==> config.mk <==
export PLATFORM = sky130hd
export DESIGN_NAME = matrix_frame_scheduler
export DESIGN_NICKNAME = d
export VERILOG_FILES = /design/src/rtl/matrix_ctrl_pkg.sv /design/src/rtl/row_scan_counter.sv /design/src/rtl/matrix_frame_scheduler.sv
export SDC_FILE = /design/constraint.sdc
export NUM_CORES = 1
export LEC_CHECK = 0
export CORE_UTILIZATION = 30
export CTS_BUF_LIST = sky130_fd_sc_hd__clkbuf_4 sky130_fd_sc_hd__clkbuf_8
export DETAILED_ROUTE_END_ITERATION = 12
export SKIP_LAST_GASP = 1
export SYNTH_ARGS = -nofsm -noshare
export SYNTH_HDL_FRONTEND = slang
export SYNTH_SLANG_ARGS = --single-unit
==> constraint.sdc <==
create_clock -name CLK -period 2.8 [get_ports CLK]
set_clock_uncertainty 0.1 [all_clocks]
set_input_delay 0.28 -clock CLK [delete_from_list [all_inputs] [get_ports CLK]]
set_output_delay 0.28 -clock CLK [all_outputs]
set_load 0.02 [all_outputs]
==> src/rtl/matrix_ctrl_pkg.sv <==
`default_nettype none
// ============================================================================
// Module   : matrix_ctrl_pkg
// Summary  : Shared state encoding, matrix geometry and row helpers for the
//            7x5 matrix frame scheduler.
// Revision : 1.0
// ============================================================================
package matrix_ctrl_pkg;

  typedef enum logic [1:0] {
    IDLE  = 2'd0,
    SHOW0 = 2'd1,
    SHOW1 = 2'd2,
    BLANK = 2'd3
  } state_e;

  localparam int NUM_ROWS   = 7;
  localparam int NUM_COLS   = 5;
  localparam int FRAME_BITS = NUM_ROWS * NUM_COLS;

  localparam logic [NUM_ROWS-1:0] ROW_FIRST = NUM_ROWS'(1);

  function automatic logic [NUM_ROWS-1:0] rotl_row(input logic [NUM_ROWS-1:0] r);
    return {r[NUM_ROWS-2:0], r[NUM_ROWS-1]};
  endfunction

endpackage
`default_nettype wire

==> src/rtl/row_scan_counter.sv <==
`default_nettype none
// ============================================================================
// Module   : row_scan_counter
// Summary  : ROW_TICKS prescaler driving a one-hot row rotator; restart_i
//            returns the strobe to row 0 with a fresh prescale period.
// Revision : 1.0
// ============================================================================
module row_scan_counter
  import matrix_ctrl_pkg::*;
#(
  parameter int ROW_TICKS = 4
) (
  input  logic                clk_i,
  input  logic                rst_i,
  input  logic                restart_i,
  input  logic                advance_i,
  output logic [NUM_ROWS-1:0] row_o
);

  localparam int PW = (ROW_TICKS > 1) ? $clog2(ROW_TICKS) : 1;
  localparam logic [PW-1:0] PRESC_LAST = PW'(ROW_TICKS - 1);

  logic [PW-1:0]       presc_q, presc_d;
  logic [NUM_ROWS-1:0] row_q, row_d;

  always_comb begin
    presc_d = presc_q;
    row_d   = row_q;
    if (restart_i) begin
      presc_d = '0;
      row_d   = ROW_FIRST;
    end else if (advance_i) begin
      if (presc_q == PRESC_LAST) begin
        presc_d = '0;
        row_d   = rotl_row(row_q);
      end else begin
        presc_d = presc_q + 1'b1;
      end
    end
  end

  always_ff @(posedge clk_i) begin
    if (rst_i) begin
      presc_q <= '0;
      row_q   <= ROW_FIRST;
    end else begin
      presc_q <= presc_d;
      row_q   <= row_d;
    end
  end

  assign row_o = row_q;

endmodule
`default_nettype wire

==> src/rtl/matrix_frame_scheduler.sv <==
`default_nettype none
// ============================================================================
// Module   : matrix_frame_scheduler
// Summary  : Round-robin time-sharing of the two-frame 7x5 matrix selector
//            with dwell timing and row scan. Define MATRIX_BLANK_EN to insert
//            a BLANK_CYCLES blanking gap on every source switch.
// Revision : 1.0
// ============================================================================
module matrix_frame_scheduler
  import matrix_ctrl_pkg::*;
#(
  parameter int DWELL_CYCLES = 64,
  parameter int ROW_TICKS    = 4,
  parameter int BLANK_CYCLES = 2
) (
  input  logic                CLK,
  input  logic                RESET,
  input  logic                REQ0,
  input  logic                REQ1,
  output logic                GNT0,
  output logic                GNT1,
  output logic                SEL,
  output logic                ENABLE,
  output logic [NUM_ROWS-1:0] ROW,
  output logic                FRAME_DONE
);

  if (DWELL_CYCLES < 2) begin : g_bad_dwell
    $error("DWELL_CYCLES must be at least 2");
  end
  if (ROW_TICKS < 1) begin : g_bad_row_ticks
    $error("ROW_TICKS must be at least 1");
  end
  if (BLANK_CYCLES < 1) begin : g_bad_blank
    $error("BLANK_CYCLES must be at least 1");
  end

  localparam int DW = $clog2(DWELL_CYCLES);
  localparam logic [DW-1:0] DWELL_LAST = DW'(DWELL_CYCLES - 1);

  state_e        state_q, state_d;
  logic [DW-1:0] dwell_q, dwell_d;
  logic          last_q, last_d;
  logic          done_q, done_d;
  logic          sel_q, sel_d;
  logic          gnt0_q, gnt0_d, gnt1_q, gnt1_d, en_q, en_d;
  logic          row_restart, row_advance;
  logic          cur_src, own_req, oth_req, expire;

`ifdef MATRIX_BLANK_EN
  localparam int BW = (BLANK_CYCLES > 1) ? $clog2(BLANK_CYCLES) : 1;
  localparam logic [BW-1:0] BLANK_LAST = BW'(BLANK_CYCLES - 1);
  logic [BW-1:0] blank_q, blank_d;
  logic          pend_q, pend_d;
`endif

  assign cur_src = (state_q == SHOW1);
  assign own_req = cur_src ? REQ1 : REQ0;
  assign oth_req = cur_src ? REQ0 : REQ1;
  assign expire  = (dwell_q == DWELL_LAST);

  always_comb begin
    state_d     = state_q;
    dwell_d     = '0;
    last_d      = last_q;
    done_d      = 1'b0;
    row_restart = 1'b0;
    row_advance = 1'b0;
`ifdef MATRIX_BLANK_EN
    blank_d     = blank_q;
    pend_d      = pend_q;
`endif
    case (state_q)
      IDLE: begin
        if (REQ0 || REQ1) begin
          // On a tie the source not served last wins.
          state_d     = (REQ1 && (!REQ0 || !last_q)) ? SHOW1 : SHOW0;
          row_restart = 1'b1;
        end
      end
      SHOW0, SHOW1: begin
        if (expire || !own_req) begin
          done_d = expire;
          last_d = cur_src;
          if (oth_req) begin
`ifdef MATRIX_BLANK_EN
            state_d = BLANK;
            pend_d  = ~cur_src;
            blank_d = '0;
`else
            state_d     = cur_src ? SHOW0 : SHOW1;
            row_restart = 1'b1;
`endif
          end else if (own_req) begin
            row_restart = 1'b1;
          end else begin
            state_d = IDLE;
          end
        end else begin
          dwell_d     = dwell_q + 1'b1;
          row_advance = 1'b1;
        end
      end
`ifdef MATRIX_BLANK_EN
      BLANK: begin
        if (blank_q == BLANK_LAST) begin
          blank_d     = '0;
          state_d     = pend_q ? SHOW1 : SHOW0;
          row_restart = 1'b1;
        end else begin
          blank_d = blank_q + 1'b1;
        end
      end
`endif
      default: state_d = IDLE;
    endcase
  end

  // Outputs are decoded from the next state so they leave the flops aligned with it.
  assign gnt0_d = (state_d == SHOW0);
  assign gnt1_d = (state_d == SHOW1);
  assign en_d   = gnt0_d | gnt1_d;
  assign sel_d  = gnt1_d | (sel_q & ~gnt0_d);

  always_ff @(posedge CLK) begin
    if (RESET) begin
      state_q <= IDLE;
      dwell_q <= '0;
      last_q  <= 1'b1;
      done_q  <= 1'b0;
      sel_q   <= 1'b0;
      gnt0_q  <= 1'b0;
      gnt1_q  <= 1'b0;
      en_q    <= 1'b0;
`ifdef MATRIX_BLANK_EN
      blank_q <= '0;
      pend_q  <= 1'b0;
`endif
    end else begin
      state_q <= state_d;
      dwell_q <= dwell_d;
      last_q  <= last_d;
      done_q  <= done_d;
      sel_q   <= sel_d;
      gnt0_q  <= gnt0_d;
      gnt1_q  <= gnt1_d;
      en_q    <= en_d;
`ifdef MATRIX_BLANK_EN
      blank_q <= blank_d;
      pend_q  <= pend_d;
`endif
    end
  end

  row_scan_counter #(
    .ROW_TICKS (ROW_TICKS)
  ) u_row_scan (
    .clk_i     (CLK),
    .rst_i     (RESET),
    .restart_i (row_restart),
    .advance_i (row_advance),
    .row_o     (ROW)
  );

  assign GNT0       = gnt0_q;
  assign GNT1       = gnt1_q;
  assign SEL        = sel_q;
  assign ENABLE     = en_q;
  assign FRAME_DONE = done_q;

endmodule
`default_nettype wire

# Word level (Yosys, flattened, before mapping)
# Index checks and enable logic that the tools add are counted.
# Widths: inputs -> output; s select.
# word_totals
ff_bits	23
out_inout_bits	12
elab_cells	55
# op_classes
n_addsub	2
n_eq_ne	6
n_mux	17
bitwise	6
n_reduce_logical	14
# ops
op	count
$mux 2	7
$mux 1	8
$add 6x1->6 const B	1
$eq 2x2->1 const B	3
$eq 6x6->1 const B	1
$reduce_or 3->1	2
$eq 2x1->1 const B	2
$pmux 2 s2	1
$reduce_and 2->1	2
$reduce_or 2->1	2
$logic_not 1->1	3
$logic_or 1x1->1	3
$not 1->1	3
$add 2x1->2 const B	1
$logic_not 2->1	1
$or 1x1->1	2
$pmux 1 s2	1
$and 1x1->1	1
$logic_and 1x1->1	1

# Logic depth before layout (Yosys ltp)
# Gate-level depths: netlist (run 1).
# depth
ltp_word	10
ltp_mapped	11

# Hierarchy
# A second synthesis (run 1) with hierarchy kept.
# unflattened
cells_unflattened	140
area_unflattened_um2	1252.5
# modules_own_cells
mod	n_inst	cells_each	area_per_inst_um2	seq_area_each_um2
matrix_frame_scheduler	1	100	847.1	280.3
row_scan_counter	1	40	405.4	180.2

# Least setup slack after synthesis (run 1)
# Ideal clock, no wire load.
# synth_timing
path_type	flip-flop to flip-flop
startpoint	register state_q[0]
endpoint	register u_row_scan.row_q[0], in the netlist u_row_scan.row_o[0]
arrival_ps	1989
t_required_ps	2573
setup_slack_ps	584
stages_incl_launch_ff	8
n_path_buf	1
path_cell_list	dfxtp_1 > inv_1 > ha_1 > buf_6 > mux2i_2 > a211oi_4 > mux2_4 > or3_1
# synth_via
elab_chain_len	7
# synth_rtl
element	line_no	text
start, declared	matrix_frame_scheduler.sv:41	state_e state_q, state_d;
start signal, assigned	matrix_frame_scheduler.sv:140	state_q <= state_d;
$eq 2x2->1	matrix_frame_scheduler.sv:57, matrix_frame_scheduler.sv:73	
$mux 1	matrix_frame_scheduler.sv:58	assign own_req = cur_src ? REQ1 : REQ0;
$mux 1 or $logic_not 1->1 (tied branches)	matrix_frame_scheduler.sv:94, matrix_frame_scheduler.sv:82	
$mux 1 or $logic_or 1x1->1 (tied branches)	matrix_frame_scheduler.sv:85, matrix_frame_scheduler.sv:82	
$mux 1	matrix_frame_scheduler.sv:82	if (expire || !own_req) begin
$pmux 1 s2 or $mux 1 (tied branches)	matrix_frame_scheduler.sv:73	case (state_q)
$reduce_or 2->1 (no line) or $reduce_and 2->1 (tied branches)	n/a	
end signal, assigned	row_scan_counter.sv:48	row_q <= row_d;
end, declared	row_scan_counter.sv:24	logic [NUM_ROWS-1:0] row_q, row_d;
# Parallel ways exist; a longest one is shown, timed or not.
# A chain may end at the register's enable or synchronous reset.

# Worst setup path in the final report (run 1)
# layout_timing
startpoint	register state_q[1]
endpoint	register sel_q, in the netlist SEL
# layout_via
elab_chain_len	10
# layout_rtl
element	line_no	text
$eq 2x2->1	matrix_frame_scheduler.sv:57, matrix_frame_scheduler.sv:73	
$mux 1	matrix_frame_scheduler.sv:58	
$mux 2 or $logic_not 1->1 (tied branches)	matrix_frame_scheduler.sv:94, matrix_frame_scheduler.sv:82	
$mux 2 or $logic_or 1x1->1 (tied branches)	matrix_frame_scheduler.sv:85, matrix_frame_scheduler.sv:82	
$mux 2	matrix_frame_scheduler.sv:82	
$pmux 2 s2 (*)	matrix_frame_scheduler.sv:73	
$eq 2x1->1 (*)	matrix_frame_scheduler.sv:120	assign gnt0_d = (state_d == SHOW0);
net gnt0_d	matrix_frame_scheduler.sv:46	logic gnt0_q, gnt0_d, gnt1_q, gnt1_d, en_q, en_d;
$not 1->1 (*)	matrix_frame_scheduler.sv:123	assign sel_d = gnt1_d | (sel_q & ~gnt0_d);
$and 1x1->1 (*)	matrix_frame_scheduler.sv:123	
$or 1x1->1 (*)	matrix_frame_scheduler.sv:123	
end signal, assigned	matrix_frame_scheduler.sv:144	sel_q <= sel_d;
end, declared	matrix_frame_scheduler.sv:45	logic sel_q, sel_d;
# Mark *: on every way through the listed nets, which the timed path passes. The rest lies on a longest branch.

==> results of run 1 <==
-- sequential cells by signal, indices dropped and copies added, names as in the netlist --
register and count:
u_row_scan.row_o 7, dwell_q 6, state_q 2, u_row_scan.presc_q 2
ENABLE 1, FRAME_DONE 1, GNT0 1, GNT1 1
SEL 1, last_q 1
-- per-stage QoR --
stage | hold WS, ns | instance area, um2 | utilization
after floorplan | 0.318 | 1270 | -
after global placement | 0.329 | 1460 | 0.362
after detailed placement | 0.338 | 1460 | 0.362
after CTS | 0.350 | 1500 | 0.373
after global routing | 0.370 | 1500 | 0.373
final | 0.348 | 1500 | 0.373
-- metal layers --
layer,up-vias,track usage,routed length (um)
met5,-,0,0
li1,505,-,-
met1,481,0.141,1130
met3,0,0.0405,101
met2,20,0.204,1160
met4,0,0.0160,0
-- worst reg2reg max path: stages, from the launching register on --
cell and delay (ns):
dfxtp_1 0.48, ha_1 0.43, mux2_4 0.36, o21ai_1 0.22, o221a_2 0.29, o32a_1 0.16, ha_1 0.13, inv_1 0.05
a21oi_1 0.13, nor2_1 0.05
-- area by class of cell --
type | instances | area (um2)
clock buffer | 3 | 41.3
clock inverter | 1 | 5.00
fill | 418 | 2520
inverter | 7 | 26.3
multi-input combinational | 96 | 751
sequential | 23 | 460
tap | 50 | 62.6
timing repair buffer | 16 | 158
-- synth_stat cells (all sizes together), types with 3 or more instances --
library cell,number
nor2,16
o21ai,6
nand3,4
nor3,9
nand2,3
nand4,3
clkbuf,3
mux2i,9
dfxtp,23
ha,8
buf,4
a21oi,4
inv,7
nand2b,3
-- cells by family (layout without fill, tap and decap cells) --
family                   Yosys count  after routing  synth area share
AO/OA/AOI/OAI                     26             26             0.167
XOR/XNOR                           4              4            0.0275
adder cells (fa/ha/maj)            8              8            0.0786
buffers and inverters             14             27            0.0491
flip-flops                        23             23             0.361
multiplexers                      11             11            0.0973
AND/OR/NAND/NOR                   47             47             0.219
-- placed cells by master (no fill, tap or decap), types with 2 or more instances in the layout --
cell | netlist | final
xor2_1 | 2 | 2
o21ai_0 | 4 | 4
a31oi_1 | 2 | 2
inv_1 | 7 | 7
nor2_1 | 16 | 16
nor2b_1 | 2 | 2
nor3_1 | 3 | 3
clkbuf_8 | 0 | 3
mux2_4 | 2 | 2
mux2i_1 | 8 | 8
dfxtp_1 | 23 | 23
clkdlybuf4s50_1 | 0 | 15
nor3_2 | 6 | 6
nand4_1 | 3 | 3
o32ai_1 | 2 | 2
nand2b_1 | 3 | 3
xnor2_1 | 2 | 2
o211ai_1 | 2 | 2
ha_1 | 8 | 8
nand2_1 | 3 | 3
nand3_1 | 3 | 3
a21oi_1 | 4 | 4
o21ai_1 | 2 | 2
-- power breakdown --
group | internal [mW] | switching (mW)
Clock | 0.0992 | 0.105
Sequential | 0.382 | 0.0400
Combinational | 0.223 | 0.297
-- worst max path at each step --
stage	to	slack [ns]	depth (start not counted)
3_3_place_gp	SEL	0.33	9
2_1_floorplan	u_row_scan.row_o[0]	0.58	7
3_5_place_dp	SEL	0.26	9
5_1_grt	SEL	0.09	9
4_1_cts	SEL	0.26	9
6_report	SEL	0.26	9
==> flow_metrics.tcl, run 1 <==
set metrics [dict create \
    path_common_cell "ha_1" \
    routed_via_density 5.13 \
    fmax_mhz 394 \
    fin_ws_ns 0.263 \
    post_cts_buffers 0 \
    area_growth_pct 18.1 \
    r2r_end "SEL" \
    finalSetupViolCount 0 \
    critPathMaxStageDelay_ns 0.48 \
    rows 23 \
    clk_latency_ns 0.26 \
    grt_pass1_wl_um 4030 \
    grt_pass1_vias 915 \
    ys_seq_area_frac 0.361 \
    cp_num_buf_inv 1 \
    synth_top_area_share 0.361 \
    drive_above_1_share 0.144 \
    startpoint "state_q[1]" \
    grt-ovfl-total 0 \
    power.leakage_nw 0.531 \
    hold_start "dwell_q[0]" \
    pre_cts_slack_ns 0.261 \
    cap_violations 0 \
    dr.pass1.iters 4 \
    min_to "dwell_q[0]" \
    ir_worst_vdd_mv 0.302 \
    totalPowerFinal_mw 1.15 \
    hold_buffers 0 \
    endpoint_kind "flop" \
    netlist_area_mm2 0.00127 \
    synth_edf_count 0 \
    portBuffers 15 \
    numPlacedInstances 192 \
    synth_fp_nets 145 \
    critPathSlowestCell "dfxtp_1" \
    drcViolationCount 0 \
    yosys_warnings 0 \
    numCtsBuffers 3 \
    postRouteAntennaNets 0 \
    synth_flop_cell "dfxtp_1" \
    dieWidth_um 67.2 \
    vias 1006 \
    fp.dieH_um 67.2 \
    drv_slew 0 \
    fin_nets 159 \
    start_util 0.316 \
    path_clk_slew_ns 0.08 \
    hp-class "flop to flop" \
    routabilityCongestion 0.911 \
    rsz0062_at_grt "no" \
    cts_tree "yes" \
    relSlewSlack 0.524 \
    instances_no_fill 196 \
    netlist_top_cells_area "dfxtp_1 (36%), ha_1 (7.9%), mux2i_1 (6.3%)" \
    drt-initial-drc-count 67 \
    worstMarginPinSlew_ns 0.712 \
    grt_max_degree 18 \
    r2r-start "state_q[1]" \
    antenna_found_initial 0 \
    cts_resized 0 \
    cts_buffer_depth 2 \
    cellPowerDensity_mw_per_mm2 762 \
    clkSinkCount 23 \
    path_max_fanout 9 \
    h-tree-depth 1 \
    min_path_cells 1 \
    ys_ff_latch 23 \
    ys_types 44 \
    worst_ep_arrival_time_ns 2.56 \
    fp.coreArea_mm2 0.00403 \
    grtUsageTotal 0.117 \
    path_cells "ha_1 -> mux2_4 -> o21ai_1 -> o221a_2 -> o32a_1 -> ha_1 -> inv_1 -> a21oi_1 -> nor2_1" \
    hold_viol 0 \
    dp_hpwl_um 1820 \
    crit_required_ns 2.83 \
    totalWireLength_um 2390 \
    num_antenna_cells 0 \
    wl_per_cell_um 12.2 \
    ff2ff_path_depth 9 \
    fin_tns_setup_ns 0 \
    cts-root-buf "clkbuf_8" \
    status "completed" \
    period_minus_slack_ns 2.54 \
    worstSetupPathType "flop to flop" \
    syn_area_per_cell_um2 9.58 \
    fp.dieArea_mm2 0.00451 \
    critPathLaunchType "flop" \
    synth.largest_area_cell "dfxtp_1" \
    async_flop_share 0 \
    synth_cells 133 \
    pin_count 16 \
    fin_crit_sh 0.906 \
    r2r_slack_ns 0.26 \
    crit_family "compound AO/OA/AOI/OAI gates" \
]
Note: power is estimated with default switching activity, not from simulation.
==> inputs of run 2 (changes only) <==
Settings changed: CORE_UTILIZATION 30 to 57, HOLD_SLACK_MARGIN from default to 0.03, PLACE_DENSITY from default to 0.82.
==> run 2 against run 1 <==
Compared with the run above:
- sequential power about the same
- register-to-register slack about the same
- via count is 0.70% lower
- die area down 46%
- critical path depth stayed put
- global-route usage grew 9.8 points
- wire length decreased by 3.7%
- utilization up 35 points
- non-clock buffer count is the same
- first-iteration DRC count is 67% lower
- combinational power hardly changed
- sequential share of layout area grew 1.0 points
==> flow_metrics.tcl, run 2 (same netlist as run 1, synthesis figures left out) <==
set metrics [dict create \
    hold_viol 0 \
    worstMarginPinSlew_ns 0.760 \
    final_common_cell "dfxtp_1" \
    period_minus_slack_ns 2.53 \
    grt_max_degree 18 \
    area_growth_pct 14.3 \
    drt-initial-drc-count 22 \
    largest_reg_flops 7 \
    path_clk_slew_ns 0.12 \
    grtUsageTotal 0.216 \
    drive_above_1_share 0.144 \
    clockPowerShare 0.135 \
    cellPowerDensity_mw_per_mm2 752 \
    path_common_cell "ha_1" \
    routed_via_density 5.77 \
    wl_per_cell_um 13.3 \
    fmax_mhz 395 \
    grt_pass1_vias 935 \
    fp.dieH_um 49.3 \
    power.switching_mw 0.435 \
    relSlewSlack 0.492 \
    postRouteAntennaNets 0 \
    post_cts_buffers 0 \
    status "completed" \
    cts-root-buf "clkbuf_4" \
    pin_count 16 \
    dp_hpwl_um 1730 \
    fillers 144 \
    grt_pass1_wl_um 4040 \
    portBuffers 15 \
    drcViolationCount 0 \
    drv_slew 0 \
    cts_tree "yes" \
    ir_worst_vdd_mv 0.592 \
    path_max_fanout 9 \
    fin_tns_setup_ns 0 \
    num_antenna_cells 0 \
    path_cells "ha_1 -> mux2_4 -> o21ai_1 -> o221a_2 -> o32a_1 -> ha_1 -> inv_1 -> a21oi_1 -> nor2_1" \
    h-tree-depth 1 \
    p_comb_frac 0.477 \
    clkSinkCount 23 \
    clk_latency_ns 0.31 \
    fp.coreArea_mm2 0.00202 \
    critPathLaunchType "flop" \
    critPathMaxStageDelay_ns 0.50 \
    endpoint_kind "flop" \
    swShare 0.397 \
    antenna_found_initial 0 \
    internal_power_mw 0.661 \
    dieWidth_um 49.3 \
    worst_ep_arrival_time_ns 2.61 \
    routabilityCongestion 0.915 \
    power.leakage_nw 0.523 \
    fin_crit_sh 0.904 \
    totalWireLength_um 2300 \
    dr.pass1.iters 4 \
    hold_buffers 0 \
    power_frac_seq 0.387 \
    crit_required_ns 2.88 \
    fp.dieArea_mm2 0.00243 \
    numCtsBuffers 3 \
    final_cell_mix "dfxtp_1 (23), nor2_1 (16), clkdlybuf4s50_1 (15), mux2i_1 (8), ha_1 (8)" \
    multi_input_area_um2 751 \
    cts_buffer_depth 2 \
    rsz0062_at_grt "no" \
    vias 999 \
    start_util 0.630 \
    totalPowerFinal_mw 1.10 \
    critPathSlowestCell "dfxtp_1" \
    finalSetupViolCount 0 \
    grt-ovfl-total 0 \
    rows 16 \
    cts_resized 0 \
    seq_area_um2 460 \
    cap_violations 0 \
    fin_nets 159 \
    hp-class "flop to flop" \
    worstSetupPathType "flop to flop" \
]
run 2: cell types whose count changed in the layout (fill, tap and decap cells not counted):
| cell | change |
|---|---|
| clkbuf_4 | +3 |
| clkbuf_8 | -3 |
run 2: area by class of cell:
cell class	instances	area share
well taps	27	0.0232
flip-flops and latches	23	0.316
inverters	7	0.0180
clock buffers	3	0.0155
clock inverters	1	0.00344
repair buffers	16	0.108
multi-input cells	96	0.515
run 2: power by group through the flow:
stage                     logic, mW  registers, mW  clock network (mW)
after floorplan               0.369          0.454                   0
after global placement        0.508          0.428                   0
after detailed placement      0.516          0.433                   0
after CTS                     0.521          0.426               0.152
after global routing          0.575          0.433               0.165
final                         0.523          0.424               0.148
run 2: stage by stage:
step / setup slack, ns / instance area, um2 / hold slack, ns / utilization / instances
after global placement: 0.373 / 1430 / 0.329 / 0.707 / 169
final: 0.269 / 1460 / 0.374 / 0.720 / 173
after global routing: 0.143 / 1460 / 0.402 / 0.720 / 173
after detailed placement: 0.321 / 1430 / 0.356 / 0.707 / 169
after CTS: 0.289 / 1460 / 0.385 / 0.720 / 173
after floorplan: 0.584 / 1270 / 0.318 / - / 133
run 2: worst paths after layout:
| check | startpoint | end | slack, ns | cells past startpoint |
|---|---|---|---|---|
| setup / recovery | state_q[1] | SEL | 0.27 | 9 |
| hold / removal | dwell_q[0] | dwell_q[0] | 0.37 | 1 |
| hold reg to reg | dwell_q[0] | dwell_q[0] | 0.37 | 1 |
| setup reg to reg | state_q[1] | SEL | 0.27 | 9 |
run 2: layer usage:
| layer | global-route usage | vias up | wire (um) |
|---|---|---|---|
| met5 | 0 | - | 0 |
| met4 | 0.0392 | 0 | 0 |
| met3 | 0.0685 | 0 | 88 |
| met2 | 0.388 | 17 | 1150 |
| met1 | 0.248 | 479 | 1070 |
| li1 | - | 503 | - |
run 2: worst max-delay path: cells and delay by family, from the launching register on:
family	cells	cell delay, ns
fa+ha+maj	2	0.58
buf+inv	1	0.05
flops	1	0.50
simple gates	1	0.05
compound gates	4	0.76
mux	1	0.36
==> inputs of run 3 (changes only) <==
Settings changed: CORE_UTILIZATION 57 to 56, PLACE_DENSITY 0.82 to 0.81, SYNTH_HIERARCHICAL from default to 1.
==> run 3 against run 2 <==
Compared with the run above:
- area after synthesis decreased by 1.7%
- sequential cell count stayed put
- largest power group is now registers
- count of clock-buffer cells in the layout grew 1
- first-iteration DRC count down 14%
- highest routed layer is now met4
- hold slack worse by 0.0091 ns
- utilization is 2.0 points lower
==> flow_metrics.tcl, run 3 <==
set metrics [dict create \
    status "completed" \
    vias 996 \
    fp.coreArea_mm2 0.00202 \
    drive_above_1_share 0.112 \
    synth_cells 140 \
    synth_edf_count 0 \
    fillers 158 \
    grt-ovfl-total 0 \
    hold_viol 0 \
    netlist_area_mm2 0.00125 \
    finalSetupViolCount 0 \
    path_clk_slew_ns 0.11 \
    netlist_top_cells_area "dfxtp_1 (37%), ha_1 (8.0%), a21oi_1 (5.6%)" \
    synth_top_area_share 0.368 \
    power.leakage_nw 0.510 \
    pre_cts_slack_ns 0.346 \
    pin_count 16 \
    largest_reg_flops 7 \
    wl_per_cell_um 11.7 \
    clockPowerShare 0.166 \
    seq_area_um2 460 \
    power.switching_mw 0.319 \
    numCtsBuffers 3 \
    critPathSlowestCell "dfxtp_1" \
    path_max_fanout 9 \
    synth_most_common_cell "dfxtp_1" \
    fin_nets 165 \
    async_flop_share 0 \
    fin_crit_sh 0.848 \
    cts_tree "yes" \
    drt-initial-drc-count 19 \
    r2r_end "u_row_scan/row_o[0]" \
    ff2ff_path_depth 7 \
    post_cts_buffers 0 \
    rows 16 \
    grt_max_degree 16 \
    drcViolationCount 0 \
    totalWireLength_um 2100 \
    fp.dieH_um 49.3 \
    yosys-top-cells-count "dfxtp_1 (23), a21oi_1 (14), nand3_1 (10), nor2_1 (9), ha_1 (8)" \
    hp-class "flop to flop" \
    synth_fp_nets 152 \
    hold_buffers 0 \
    postRouteAntennaNets 0 \
    fp.dieArea_mm2 0.00243 \
    yosys_warnings 6 \
    final_common_cell "dfxtp_1" \
    min_to "dwell_q[0]" \
    totalPowerFinal_mw 0.898 \
    r2r-start "state_q[0]" \
    critPathMaxStageDelay_ns 0.42 \
    routed_via_density 5.56 \
    period_minus_slack_ns 2.37 \
    portBuffers 15 \
    power_frac_seq 0.436 \
    dieWidth_um 49.3 \
    grt_pass1_vias 907 \
    ys_types 44 \
    swShare 0.355 \
    finish.utilization 0.700 \
    multi_input_area_um2 711 \
    instances_no_fill 179 \
    ir_worst_vdd_mv 0.486 \
    cts-root-buf "clkbuf_4" \
    internal_power_mw 0.579 \
    final_cell_mix "dfxtp_1 (23), clkdlybuf4s50_1 (15), a21oi_1 (14), nand3_1 (10), nor2_1 (9)" \
    path_cells "inv_1 -> ha_1 -> nor2b_1 -> a2111oi_0 -> nor4_1 -> or2_1 -> a311o_1" \
    synth.largest_area_cell "dfxtp_1" \
    worstMarginPinSlew_ns 0.444 \
    worst_ep_arrival_time_ns 2.47 \
    syn_area_per_cell_um2 8.95 \
    crit_required_ns 2.89 \
    relSlewSlack 0.704 \
    synth_flop_cell "dfxtp_1" \
    fin_ws_ns 0.426 \
    p_comb_frac 0.398 \
    cts_resized 0 \
    worstSetupPathType "flop to flop" \
    r2r_slack_ns 0.43 \
    hold_start "dwell_q[0]" \
    cts_buffer_depth 2 \
    rsz0062_at_grt "no" \
    grt_pass1_wl_um 3730 \
    dr.pass1.iters 4 \
    fmax_mhz 421 \
    area_growth_pct 13.0 \
    h-tree-depth 1 \
    clkSinkCount 23 \
    dp_hpwl_um 1650 \
    antenna_found_initial 0 \
    endpoint_kind "flop" \
    min_path_cells 1 \
    fin_tns_setup_ns 0 \
    critPathLaunchType "flop" \
    start_util 0.619 \
    num_antenna_cells 0 \
    cap_violations 0 \
    ys_seq_area_frac 0.368 \
    clk_latency_ns 0.29 \
    drv_slew 0 \
    grtUsageTotal 0.195 \
    routabilityCongestion 0.947 \
    cellPowerDensity_mw_per_mm2 634 \
    numPlacedInstances 175 \
    ys_ff_latch 23 \
]
## run 3: cell types whose count changed in the layout (fill, tap and decap cells not counted), moves of 3 or more
cell and change:
a21bo_2 +5, a21oi_1 +10, mux2i_1 -6, nand3_1 +7
nand4_1 -3, nor2_1 -7, nor2_2 +5, nor3_2 -6
nor4_1 +3
## run 3: power groups by stage
stage          clock network, mW  logic, mW  registers [mW]
3_3_place_gp                   0      0.347           0.397
3_5_place_dp                   0      0.357           0.399
4_1_cts                    0.158      0.358           0.392
6_report                   0.149      0.357           0.391
2_1_floorplan                  0      0.263           0.417
5_1_grt                    0.172      0.399           0.397
## run 3: cell families after synthesis
family | synth area share
and+or+nand+nor | 0.227
xor gates and xnor gates | 0.0280
AOI/OAI and AO/OA | 0.217
adders and majority gates | 0.0799
buffers and inverters | 0.0649
muxes | 0.0160
DFF | 0.368
## run 3: worst max path at each step
stage	start	to	slack, ns	cells after the start
2_1_floorplan	state_q[0]	u_row_scan/row_o[0]	0.65	8
3_3_place_gp	REQ1	u_row_scan/row_o[0]	0.38	6
3_5_place_dp	REQ1	u_row_scan/row_o[0]	0.35	6
4_1_cts	state_q[0]	u_row_scan/row_o[0]	0.44	7
5_1_grt	state_q[1]	u_row_scan/row_o[0]	0.24	6
6_report	state_q[0]	u_row_scan/row_o[0]	0.43	7
## run 3: metrics by stage
step	hold WS [ns]	cell area, um2
2_1_floorplan	0.323	1250
3_3_place_gp	0.335	1390
3_5_place_dp	0.347	1390
4_1_cts	0.370	1420
5_1_grt	0.390	1420
6_report	0.365	1420
## run 3: per-layer routing
| layer | up-vias | part of all wire | wire, um | track usage |
|---|---|---|---|---|
| met5 | - | 0 | 0 | 0 |
| met4 | 0 | 0.017 | 35 | 0.0637 |
| met3 | 4 | 0.037 | 78 | 0.0467 |
| met2 | 25 | 0.47 | 998 | 0.331 |
| met1 | 442 | 0.47 | 990 | 0.239 |
| li1 | 525 | - | - | - |
## run 3: cell type report
class | instances | area share
Clock buffer | 4 | 0.0212
Inverter | 6 | 0.0159
Multi-Input combinational cell | 103 | 0.502
Sequential cell | 23 | 0.325
Tap cell | 27 | 0.0239
Timing Repair Buffer | 16 | 0.111
## run 3: worst max-delay path, delay by kind of cell (launching register included)
kind / cells / cell delay (ns)
AND/OR/NAND/NOR: 3 / 0.59
flip-flops: 1 / 0.42
AO/OA/AOI/OAI: 2 / 0.75
adder cells (fa/ha/maj): 1 / 0.29
buffers and inverters: 1 / 0.12
